`src/rtl/oam_dma.sv`:
```
// OAM DMA engine: a CPU write to 16'h4014 stalls the CPU and copies the 256-byte page
// {page,8'h00}..{page,8'hFF} to 16'h2004 as alternating read/write bus cycles.
// All state updates on the falling edge of i_clk, gated by i_clk_en.
//
// Ports:
//   i_clk, i_reset_n          clock (falling-edge active), async active-low reset
//   i_clk_en                  CPU cycle enable
//   i_cpu_rw/address/data     CPU bus as driven by the 6502 (rw: 1=read)
//   o_cpu_rdy                 1 = CPU may run, 0 = CPU stalled
//   o_dma_active              1 = DMA owns the bus (o_rw/o_address/o_data valid)
//   o_rw/o_address/o_data     DMA bus master outputs
//   i_data                    read data returned to the DMA
//
// Optional build macro OAM_DMA_DEBUG_EN adds o_debug_state (3 bits) and o_debug_count (8 bits).
module oam_dma (
  input  logic        i_clk,
  input  logic        i_reset_n,
  input  logic        i_clk_en,
  input  logic        i_cpu_rw,
  input  logic [15:0] i_cpu_address,
  input  logic [7:0]  i_cpu_data,
  output logic        o_cpu_rdy,
  output logic        o_dma_active,
  output logic        o_rw,
  output logic [15:0] o_address,
  output logic [7:0]  o_data,
  input  logic [7:0]  i_data
`ifdef OAM_DMA_DEBUG_EN
  ,
  output logic [2:0]  o_debug_state,
  output logic [7:0]  o_debug_count
`endif
);

  typedef enum logic [2:0] {
    StIdle  = 3'd0,
    StHalt  = 3'd1,
    StAlign = 3'd2,
    StRead  = 3'd3,
    StWrite = 3'd4
  } state_e;

  state_e     r_state;
  logic       r_put;
  logic [7:0] r_count;
  logic [7:0] r_page;
  logic [7:0] r_latch;

  logic w_trigger;
  assign w_trigger = ~i_cpu_rw && (i_cpu_address == 16'h4014);

  always_ff @(negedge i_clk or negedge i_reset_n) begin
    if (!i_reset_n) begin
      r_state <= StIdle;
      r_put   <= 1'b0;
      r_count <= 8'h00;
      r_page  <= 8'h00;
      r_latch <= 8'h00;
    end else if (i_clk_en) begin
      r_put <= ~r_put;
      unique case (r_state)
        StIdle: begin
          // A trigger while busy falls outside this branch and is ignored.
          if (w_trigger) begin
            r_page  <= i_cpu_data;
            r_count <= 8'h00;
            r_state <= StHalt;
          end
        end
        StHalt: begin
          // r_put flips on this edge: r_put=1 now means the next cycle is a get cycle.
          if (r_put) r_state <= StRead;
          else       r_state <= StAlign;
        end
        StAlign: r_state <= StRead;
        StRead: begin
          r_latch <= i_data;
          r_state <= StWrite;
        end
        StWrite: begin
          if (r_count == 8'hFF) begin
            r_state <= StIdle;
          end else begin
            r_count <= r_count + 8'h01;
            r_state <= StRead;
          end
        end
        default: r_state <= StIdle;
      endcase
    end
  end

  // Outputs decode registered state only; i_data never reaches an output combinationally.
  always_comb begin
    o_cpu_rdy    = 1'b1;
    o_dma_active = 1'b0;
    o_rw         = 1'b1;
    o_address    = 16'h0000;
    o_data       = r_latch;
    unique case (r_state)
      StIdle: ;
      StHalt, StAlign: begin
        o_cpu_rdy    = 1'b0;
        o_dma_active = 1'b1;
        o_address    = {r_page, 8'h00};
      end
      StRead: begin
        o_cpu_rdy    = 1'b0;
        o_dma_active = 1'b1;
        o_address    = {r_page, r_count};
      end
      StWrite: begin
        o_cpu_rdy    = 1'b0;
        o_dma_active = 1'b1;
        o_rw         = 1'b0;
        o_address    = 16'h2004;
      end
      default: ;
    endcase
  end

`ifdef OAM_DMA_DEBUG_EN
  assign o_debug_state = r_state;
  assign o_debug_count = r_count;
`endif

endmodule

```
`config.mk`:
```
export PLATFORM = sky130hd
export DESIGN_NAME = oam_dma
export DESIGN_NICKNAME = d
export VERILOG_FILES = /design/src/rtl/oam_dma.sv
export SDC_FILE = /design/constraint.sdc
export NUM_CORES = 1
export LEC_CHECK = 0
export ABC_AREA = 1
export ABC_CLOCK_PERIOD_IN_PS = 2000
export CORE_MARGIN = 5
export CORE_UTILIZATION = 43
export CTS_CLUSTER_SIZE = 14
export DETAILED_ROUTE_END_ITERATION = 8
export PLACE_DENSITY_LB_ADDON = 0.3
export RECOVER_POWER = 100
export SETUP_SLACK_MARGIN = 0.02
export SYNTH_ARGS = -nofsm -noshare
export SYNTH_HDL_FRONTEND = slang
export SYNTH_SLANG_ARGS = --single-unit
```
`constraint.sdc`:
```
create_clock -name i_clk -period 2 [get_ports i_clk]
set_input_delay 0.4 -clock i_clk [delete_from_list [all_inputs] [get_ports i_clk]]
set_output_delay 0.4 -clock i_clk [all_outputs]
set_load 0.1 [all_outputs]
```
==> flow_metrics.py, run 1 <==
metrics = {
    "run_status": {
        "outcome": "aborted with a tool error",
        "lastStage": "global routing (5_1_grt)",
        "first-error": "[ERROR GRT-0232] Routing congestion too high. Check the congestion heatmap in the GUI.",
    },
    "synth": {
        "synthAdderAreaFrac_pct": 0.778,
        "ys_seq_elements": 28,
        "synth-simple-area-share_pct": 33.5,
        "synthesis.nets": 249,
        "muxShareOfSynthArea_pct": 5.60,
        "synthXorXnorAreaFrac_pct": 1.09,
        "synth_cell_types": 24,
        "synth_compound_area_share_pct": 6.85,
        "postSynthCellCount": 212,
        "syn_area_mm2": 0.00161,
        "synth_top_family_by_area": "simple AND/OR/NAND/NOR gates",
        "yosysWarnings": 0,
        "seq_area_frac_synth_pct": 43.6,
        "syn_avg_cell_area_um2": 7.58,
    },
    "place": {
        "dp_hpwl_um": 3790,
        "place_congestion": 0.889,
        "dp_slack_ns": -0.898,
        "placed_cells": 356,
        "portBuffers": 62,
    },
    "cts": {
        "cts_buffer_depth": 2,
        "clock-root-buffer": "clkbuf_8",
        "htreeDepth": 1,
        "cts_buffers": 3,
        "cts.sinks": 28,
        "postCtsHoldBufs": 0,
    },
    "grt": {
        "grt_usage_pct": 66.8,
        "grt_overflow_total": 83,
        "grt_max_degree": 29,
    },
    "floorplan": {
        "start_util_pct": 44.2,
        "io_pins": 63,
        "rows": 22,
        "chipWidth_um": 71.1,
        "die_height_um": 71.1,
    },
    "timing": {
        "worst_path_end_type": "top-level output",
        "worstEndpointGrtRepair": "o_address[4]",
    },
}
metal layers:
| layer | track usage [%] | overflow |
|---|---|---|
| met1 | 61.4 | 0 |
| met2 | 84.8 | 39 |
| met3 | 48.4 | 1 |
| met4 | 83.1 | 43 |
| met5 | 2.02 | 0 |
synthesized netlist by cell type:
master / n / share of area [%]
or2_1: 1 / 0.39
mux2_2: 8 / 5.6
nor3b_1: 2 / 0.93
nor3_2: 1 / 0.62
xnor2_1: 1 / 0.54
or2_0: 1 / 0.39
xor2_1: 1 / 0.54
clkbuf_1: 2 / 0.47
nand2_2: 3 / 1.2
a21oi_1: 5 / 1.6
nand3_2: 1 / 0.62
nand2_1: 63 / 15
nand3_1: 7 / 2.2
nor2_1: 37 / 8.6
buf_6: 2 / 1.4
inv_1: 24 / 5.6
inv_2: 1 / 0.23
o21ai_2: 8 / 4.4
nand4_1: 8 / 3.1
o21ai_0: 3 / 0.93
dfrtn_1: 28 / 44
buf_2: 3 / 0.93
nor2_4: 1 / 0.70
ha_1: 1 / 0.78
per-stage QoR:
stage / TNS (ns) / cell area [um2]
after floorplan: -27.80 / 1830
after global placement: -31.90 / 3030
after detailed placement: -32.90 / 3030
after CTS: -24.27 / 3330
what timing repair did:
| item | in CTS |
|---|---|
| gates resized for setup | 97 |
| pin swaps | 28 |
| buffers inserted | 8 |
| gates cloned | 2 |
| endpoints found under the setup margin | 55 |
cells by family after synthesis:
logic type | count (synthesis)
fa+ha+maj | 1
buf+inv | 32
mux | 8
flops | 28
simple gates | 125
xor+xnor | 2
compound gates | 16
==> inputs of run 2 (changes only) <==
--- a/config.mk
+++ b/config.mk
@@ -8,12 +8,10 @@
 export ABC_AREA = 1
 export ABC_CLOCK_PERIOD_IN_PS = 2000
 export CORE_MARGIN = 5
-export CORE_UTILIZATION = 43
-export CTS_CLUSTER_SIZE = 14
+export CORE_UTILIZATION = 40
 export DETAILED_ROUTE_END_ITERATION = 8
-export PLACE_DENSITY_LB_ADDON = 0.3
+export PLACE_DENSITY_LB_ADDON = 0.15
 export RECOVER_POWER = 100
-export SETUP_SLACK_MARGIN = 0.02
 export SYNTH_ARGS = -nofsm -noshare
 export SYNTH_HDL_FRONTEND = slang
 export SYNTH_SLANG_ARGS = --single-unit
==> run 2 against run 1 <==
The flow now finishes, with violations (setup timing). Synthesized area is the same. Synthesized cell count unchanged.
==> flow_metrics.py, run 2 <==
metrics = {
    "place": {
        "dp_hpwl_um": 3560,
        "dp_slack_ns": -0.891,
        "place_congestion": 0.838,
        "portBuffers": 62,
        "place_area_mm2": 0.00301,
    },
    "finish": {
        "final_common_cell": "buf_4",
        "diodes": 0,
        "area_growth_pct": 105,
        "drive_above_1_share_pct": 54.5,
        "final_area_mm2": 0.00330,
        "fin_util_pct": 83.6,
        "layout_common_cells": "buf_4 (39), nand2_1 (35), buf_12 (29)",
        "nNetsFinal": 361,
    },
    "timing": {
        "slew_headroom_pct": 73.3,
        "hold_viol": 0,
        "setup_violations": 53,
        "fin_ws_ns": -1.01,
        "grt_setup_unrepaired": "true",
        "fin_skew_ns": 0.00417,
        "slew_violations": 0,
        "setup_tns_ns": -26.03,
        "tightest_slew_ns": 0.400,
    },
    "route": {
        "drtAntennaViolNets": 0,
        "drc": 0,
        "vias": 1883,
        "routed_wl_um": 6050,
        "first_pass_iters": 4,
        "wl_per_cell_um": 16.2,
        "drt-initial-drc-count": 178,
        "vias_per_cell": 5.05,
    },
    "critical_path": {
        "startpoint": "r_state[0]",
        "required_ns": 1.60,
        "crit_type": "reg2out",
        "start_kind": "register",
        "cp.arrival_ns": 2.61,
        "slowest_delay_ns": 0.49,
        "r2r_start": "r_state[0]",
        "crit_chain": "buf_6 > nor2_4 > inv_2 > nand2_1 > nor2_2 > buf_12",
        "crit_slowest_cell": "dfrtn_1",
        "end_kind": "output port",
        "worstPathMaxFanout": 7,
    },
    "run": {
        "maxCapViolations": 0,
    },
    "pwr": {
        "leakagePower_nw": 1.53,
        "intPower_mw": 2.10,
        "pwr-share-comb_pct": 71.1,
        "p_sw_mw": 2.18,
        "power_mw": 4.27,
        "p_sw_share_pct": 50.9,
        "power_per_cell_area_mw_per_mm2": 1300,
        "seq_power_share_pct": 20.2,
        "ir_drop_uv": 2180,
        "clkPwrFrac_pct": 8.6,
    },
    "grt": {
        "grt_pass1_wl_um": 9560,
        "grt_overflow_total": 0,
        "grt_max_degree": 29,
        "grt_pass1_vias": 2047,
        "grt_usage_pct": 22.7,
        "antenna_found_initial": 0,
    },
    "synth": {
        "seq_area_frac_synth_pct": 43.6,
        "synth_cell_types": 24,
        "syn_avg_cell_area_um2": 7.58,
        "synth.area.top_cells": "dfrtn_1 (44%), nand2_1 (15%), nor2_1 (8.6%)",
        "synthesis.nets": 249,
        "synth_commonest_cells": "nand2_1 (63), nor2_1 (37), dfrtn_1 (28)",
        "yosysWarnings": 0,
        "postSynthCellCount": 212,
        "synth-edff-count": 0,
        "yosysTopAreaCell": "dfrtn_1",
        "ys_seq_elements": 28,
        "async_reset_ff_share_pct": 100,
        "synthFlopType": "dfrtn_1",
        "synth_top_area_share_pct": 43.6,
        "syn_area_mm2": 0.00161,
        "yosysMostFrequentCell": "nand2_1",
    },
    "hold_path": {
        "min_from": "r_put",
        "worstHoldPathType": "reg2reg",
    },
    "floorplan": {
        "die_height_um": 73.4,
        "chipWidth_um": 73.4,
        "io_pins": 63,
        "rows": 23,
        "fp.coreArea_mm2": 0.00394,
        "start_util_pct": 40.8,
        "die-area_mm2": 0.00539,
    },
    "run_status": {
        "violations": "setup timing",
        "outcome": "finished, violations left",
    },
    "cts": {
        "htreeDepth": 1,
        "clk_pin_slew_ns": 0.06,
        "cts.sinks": 28,
        "clock-root-buffer": "clkbuf_8",
        "cts_buffers": 3,
        "cts_buffer_depth": 2,
        "clk_latency_ns": 0.29,
        "cts_tree": "yes",
    },
}
[run 2: cell counts after synthesis]
No cell type changed its count.
[run 2: logic make-up (layout without fill, tap and decap cells)]
| family | after synthesis | after routing | share of synthesized area (%) |
|---|---|---|---|
| AND/OR/NAND/NOR | 125 | 126 | 33.5 |
| buffers and inverters | 32 | 142 | 8.64 |
| flip-flops | 28 | 28 | 43.6 |
| AO/OA/AOI/OAI | 16 | 16 | 6.85 |
| multiplexers | 8 | 8 | 5.60 |
| XOR/XNOR | 2 | 2 | 1.09 |
| adder cells (fa/ha/maj) | 1 | 1 | 0.778 |
[run 2: final cells by class]
cell class,instances,area (um2)
Timing Repair Buffer,113,1290
Multi-Input combinational cell,153,1080
Tap cell,50,62.6
Fill cell,190,646
Sequential cell,28,701
Clock buffer,4,55.1
Inverter,25,105
[run 2: worst paths after layout]
kind | end | slack (ns) | depth (start not counted)
min in group asynchronous | r_count[7] | 1.49 | 2
worst max register to register | r_page[4] | 0.09 | 11
max in group asynchronous | r_page[3] | 0.19 | 2
worst max-delay path | o_address[15] | -1.01 | 6
worst min register to register | r_put | 0.45 | 1
worst min-delay path | r_put | 0.45 | 1
[run 2: timing repair]
| item | 4_1_cts | 5_1_grt |
|---|---|---|
| pin swaps | 24 | 21 |
| gates cloned | 3 | 0 |
| endpoints found under the hold margin | 0 | 0 |
| resized for setup | 79 | 29 |
| endpoints found under the setup margin | 55 | 45 |
| setup buffers | 10 | 4 |
| hold buffers | 0 | 0 |
[run 2: critical path, delay by kind of cell, from the launching register on]
family / cells / cell delay, ns
buf+inv: 3 / 0.45
simple gates: 3 / 0.37
flops: 1 / 0.49
[run 2: layer usage]
metal	vias to the layer above	global-route usage [%]	share of wire, %
met5	-	0	0
met4	0	8.65	3.5
met3	25	5.47	6.6
met2	87	40.4	54
met1	883	26.1	36
li1	888	-	-
[run 2: power groups by stage]
stage | combinational, mW | clock, mW | sequential [mW]
after global routing | 3.16 | 0.389 | 0.880
after CTS | 2.88 | 0.365 | 0.848
after floorplan | 1.06 | 0 | 1.41
after detailed placement | 2.63 | 0 | 0.858
after global placement | 2.61 | 0 | 0.853
final | 3.04 | 0.369 | 0.864
[run 2: per-stage QoR]
stage               instances  hold slack (ns)
floorplan                 212            0.385
global placement          352            0.405
detailed placement        352            0.423
CTS                       369            0.425
global route              373            0.482
finish                    373            0.446
No activity file was read; power rests on OpenSTA's default activity.
==> inputs of run 3 (changes only) <==
--- a/config.mk
+++ b/config.mk
@@ -6,7 +6,7 @@
 export NUM_CORES = 1
 export LEC_CHECK = 0
 export ABC_AREA = 1
-export ABC_CLOCK_PERIOD_IN_PS = 2000
+export ABC_CLOCK_PERIOD_IN_PS = 3700
 export CORE_MARGIN = 5
 export CORE_UTILIZATION = 40
 export DETAILED_ROUTE_END_ITERATION = 8
==> constraint.sdc (replaced) <==
create_clock -name i_clk -period 3.7 [get_ports i_clk]
set_input_delay 0.74 -clock i_clk [delete_from_list [all_inputs] [get_ports i_clk]]
set_output_delay 0.74 -clock i_clk [all_outputs]
set_load 0.1 [all_outputs]
==> run 3 against run 2 <==
The flow still finishes with violations (setup timing). Via count is 12% lower. Hold slack lost 0.024 ns. Count of clock-buffer cells in the layout unchanged. Cell area shrank 15%. Critical path depth unchanged. Final cell count down 7.5%. Clock skew fell by 0.0021 ns. Setup slack improved by 0.61 ns. Critical path type unchanged. Combinational power down 57%. Die area stayed put. Sequential power shrank 50%. Core utilization shrank 12 points.
==> flow_metrics.py, run 3 (synthesized netlist as in run 2, its figures left out) <==
metrics = {
    "place": {
        "place_congestion": 0.847,
        "place_area_mm2": 0.00280,
        "placed_cells": 334,
        "portBuffers": 62,
        "dp_slack_ns": -0.449,
        "dp_hpwl_um": 3400,
    },
    "cts": {
        "clock-root-buffer": "clkbuf_8",
        "clk_pin_slew_ns": 0.06,
        "cts_buffer_depth": 2,
        "cts_tree": "yes",
        "cts_buffers": 3,
        "htreeDepth": 1,
        "postCtsHoldBufs": 0,
        "cts.sinks": 28,
        "clk_latency_ns": 0.28,
    },
    "pwr": {
        "p_sw_share_pct": 54.0,
        "clkPwrFrac_pct": 9.9,
        "seq_power_share_pct": 22.4,
        "ir_drop_uv": 759,
        "leakagePower_nw": 1.28,
        "p_sw_mw": 1.03,
        "pwr-share-comb_pct": 67.8,
        "intPower_mw": 0.882,
        "power_per_cell_area_mw_per_mm2": 682,
    },
    "finish": {
        "drive_above_1_share_pct": 35.3,
        "final_common_cell": "nand2_1",
        "layout_common_cells": "nand2_1 (59), dfrtn_1 (28), buf_4 (25)",
        "area_growth_pct": 74.8,
        "instances_no_fill": 345,
        "final_area_mm2": 0.00281,
        "diodes": 0,
        "nNetsFinal": 333,
        "fin_util_pct": 71.3,
    },
    "route": {
        "vias": 1665,
        "drtAntennaViolNets": 0,
        "first_pass_iters": 4,
        "drt-initial-drc-count": 87,
        "routed_wl_um": 4460,
        "wl_per_cell_um": 12.9,
        "drc": 0,
        "vias_per_cell": 4.83,
    },
    "grt": {
        "antenna_found_initial": 0,
        "grt_overflow_total": 0,
        "grt_pass1_wl_um": 7520,
        "grt_max_degree": 29,
        "grt_usage_pct": 17.6,
        "grt_pass1_vias": 1679,
    },
    "critical_path": {
        "startpoint": "r_state[0]",
        "endpoint": "o_address[2]",
        "reg2reg_depth": 6,
        "cp.arrival_ns": 3.37,
        "worstReg2RegEnd": "o_data[5]",
        "worstPathMaxFanout": 3,
        "r2r_start": "r_state[2]",
        "required_ns": 2.96,
        "end_kind": "output port",
        "start_kind": "register",
        "crit_type": "reg2out",
        "r2r_setup_slack_ns": 1.87,
    },
    "run": {
        "maxCapViolations": 0,
    },
    "floorplan": {
        "fp.coreArea_mm2": 0.00394,
        "die_height_um": 73.4,
        "rows": 23,
        "chipWidth_um": 73.4,
        "die-area_mm2": 0.00539,
        "io_pins": 63,
        "start_util_pct": 40.8,
    },
    "timing": {
        "setup_tns_ns": -6.91,
        "slew_headroom_pct": 53.1,
        "slew_violations": 0,
        "grt_setup_unrepaired": "true",
        "setup_violations": 19,
        "hold_viol": 0,
        "tightest_slew_ns": 0.704,
        "fin_skew_ns": 0.00211,
        "fin_ws_ns": -0.405,
    },
    "run_status": {
        "outcome": "finished, violations left",
        "violations": "setup timing",
    },
    "hold_path": {
        "worstHoldPathType": "reg2reg",
    },
}
==> run 3: metrics by stage <==
| stage | power (mW) | hold WS [ns] |
|---|---|---|
| global route | 2.00 | 0.438 |
| finish | 1.92 | 0.422 |
| CTS | 2.06 | 0.426 |
| floorplan | 1.27 | 0.385 |
| detailed placement | 1.82 | 0.417 |
| global placement | 1.79 | 0.414 |
==> run 3: worst min-delay path by stage <==
stage                     start     to  slack, ns  cells past startpoint
after global routing      r_put  r_put       0.44                      1
after detailed placement  r_put  r_put       0.42                      1
after floorplan           r_put  r_put       0.39                      1
final                     r_put  r_put       0.42                      1
after global placement    r_put  r_put       0.41                      1
after CTS                 r_put  r_put       0.43                      1
==> run 3: worst max-delay path, cell delays in order, from the launching register on <==
cell and delay, ns:
dfrtn_1 0.47, inv_1 0.10, nor3_4 0.19, buf_4 0.15, nand2_1 0.06, nand2_2 0.09, buf_12 0.17
==> run 3: layout make-up <==
type,count,area (um2)
tap,50,62.6
multi-input combinational,152,906
inverter,25,105
fill,318,1130
timing repair buffer,86,981
clock buffer,4,55.1
sequential,28,701
==> run 3: power by group through the flow <==
stage	registers, mW	logic [mW]	clock network (mW)
3_3_place_gp	0.459	1.33	0
4_1_cts	0.450	1.42	0.194
3_5_place_dp	0.464	1.35	0
2_1_floorplan	0.759	0.513	0
5_1_grt	0.437	1.36	0.207
6_report	0.429	1.30	0.189
==> run 3: routing by layer <==
layer  global-route usage, %  share of wire, %
met2                    33.2                53
met5                       0                 0
met1                    20.1                39
met3                    3.56               7.3
met4                    4.23               1.1
==> run 3: timing repair <==
| action | 4_1_cts | 5_1_grt |
|---|---|---|
| buffers inserted | 6 | 0 |
| gates cloned | 1 | 0 |
| hold endpoints to repair | 0 | 0 |
| pin swaps | 18 | 2 |
| setup endpoints to repair | 37 | 27 |
| gates resized for setup | 30 | 6 |
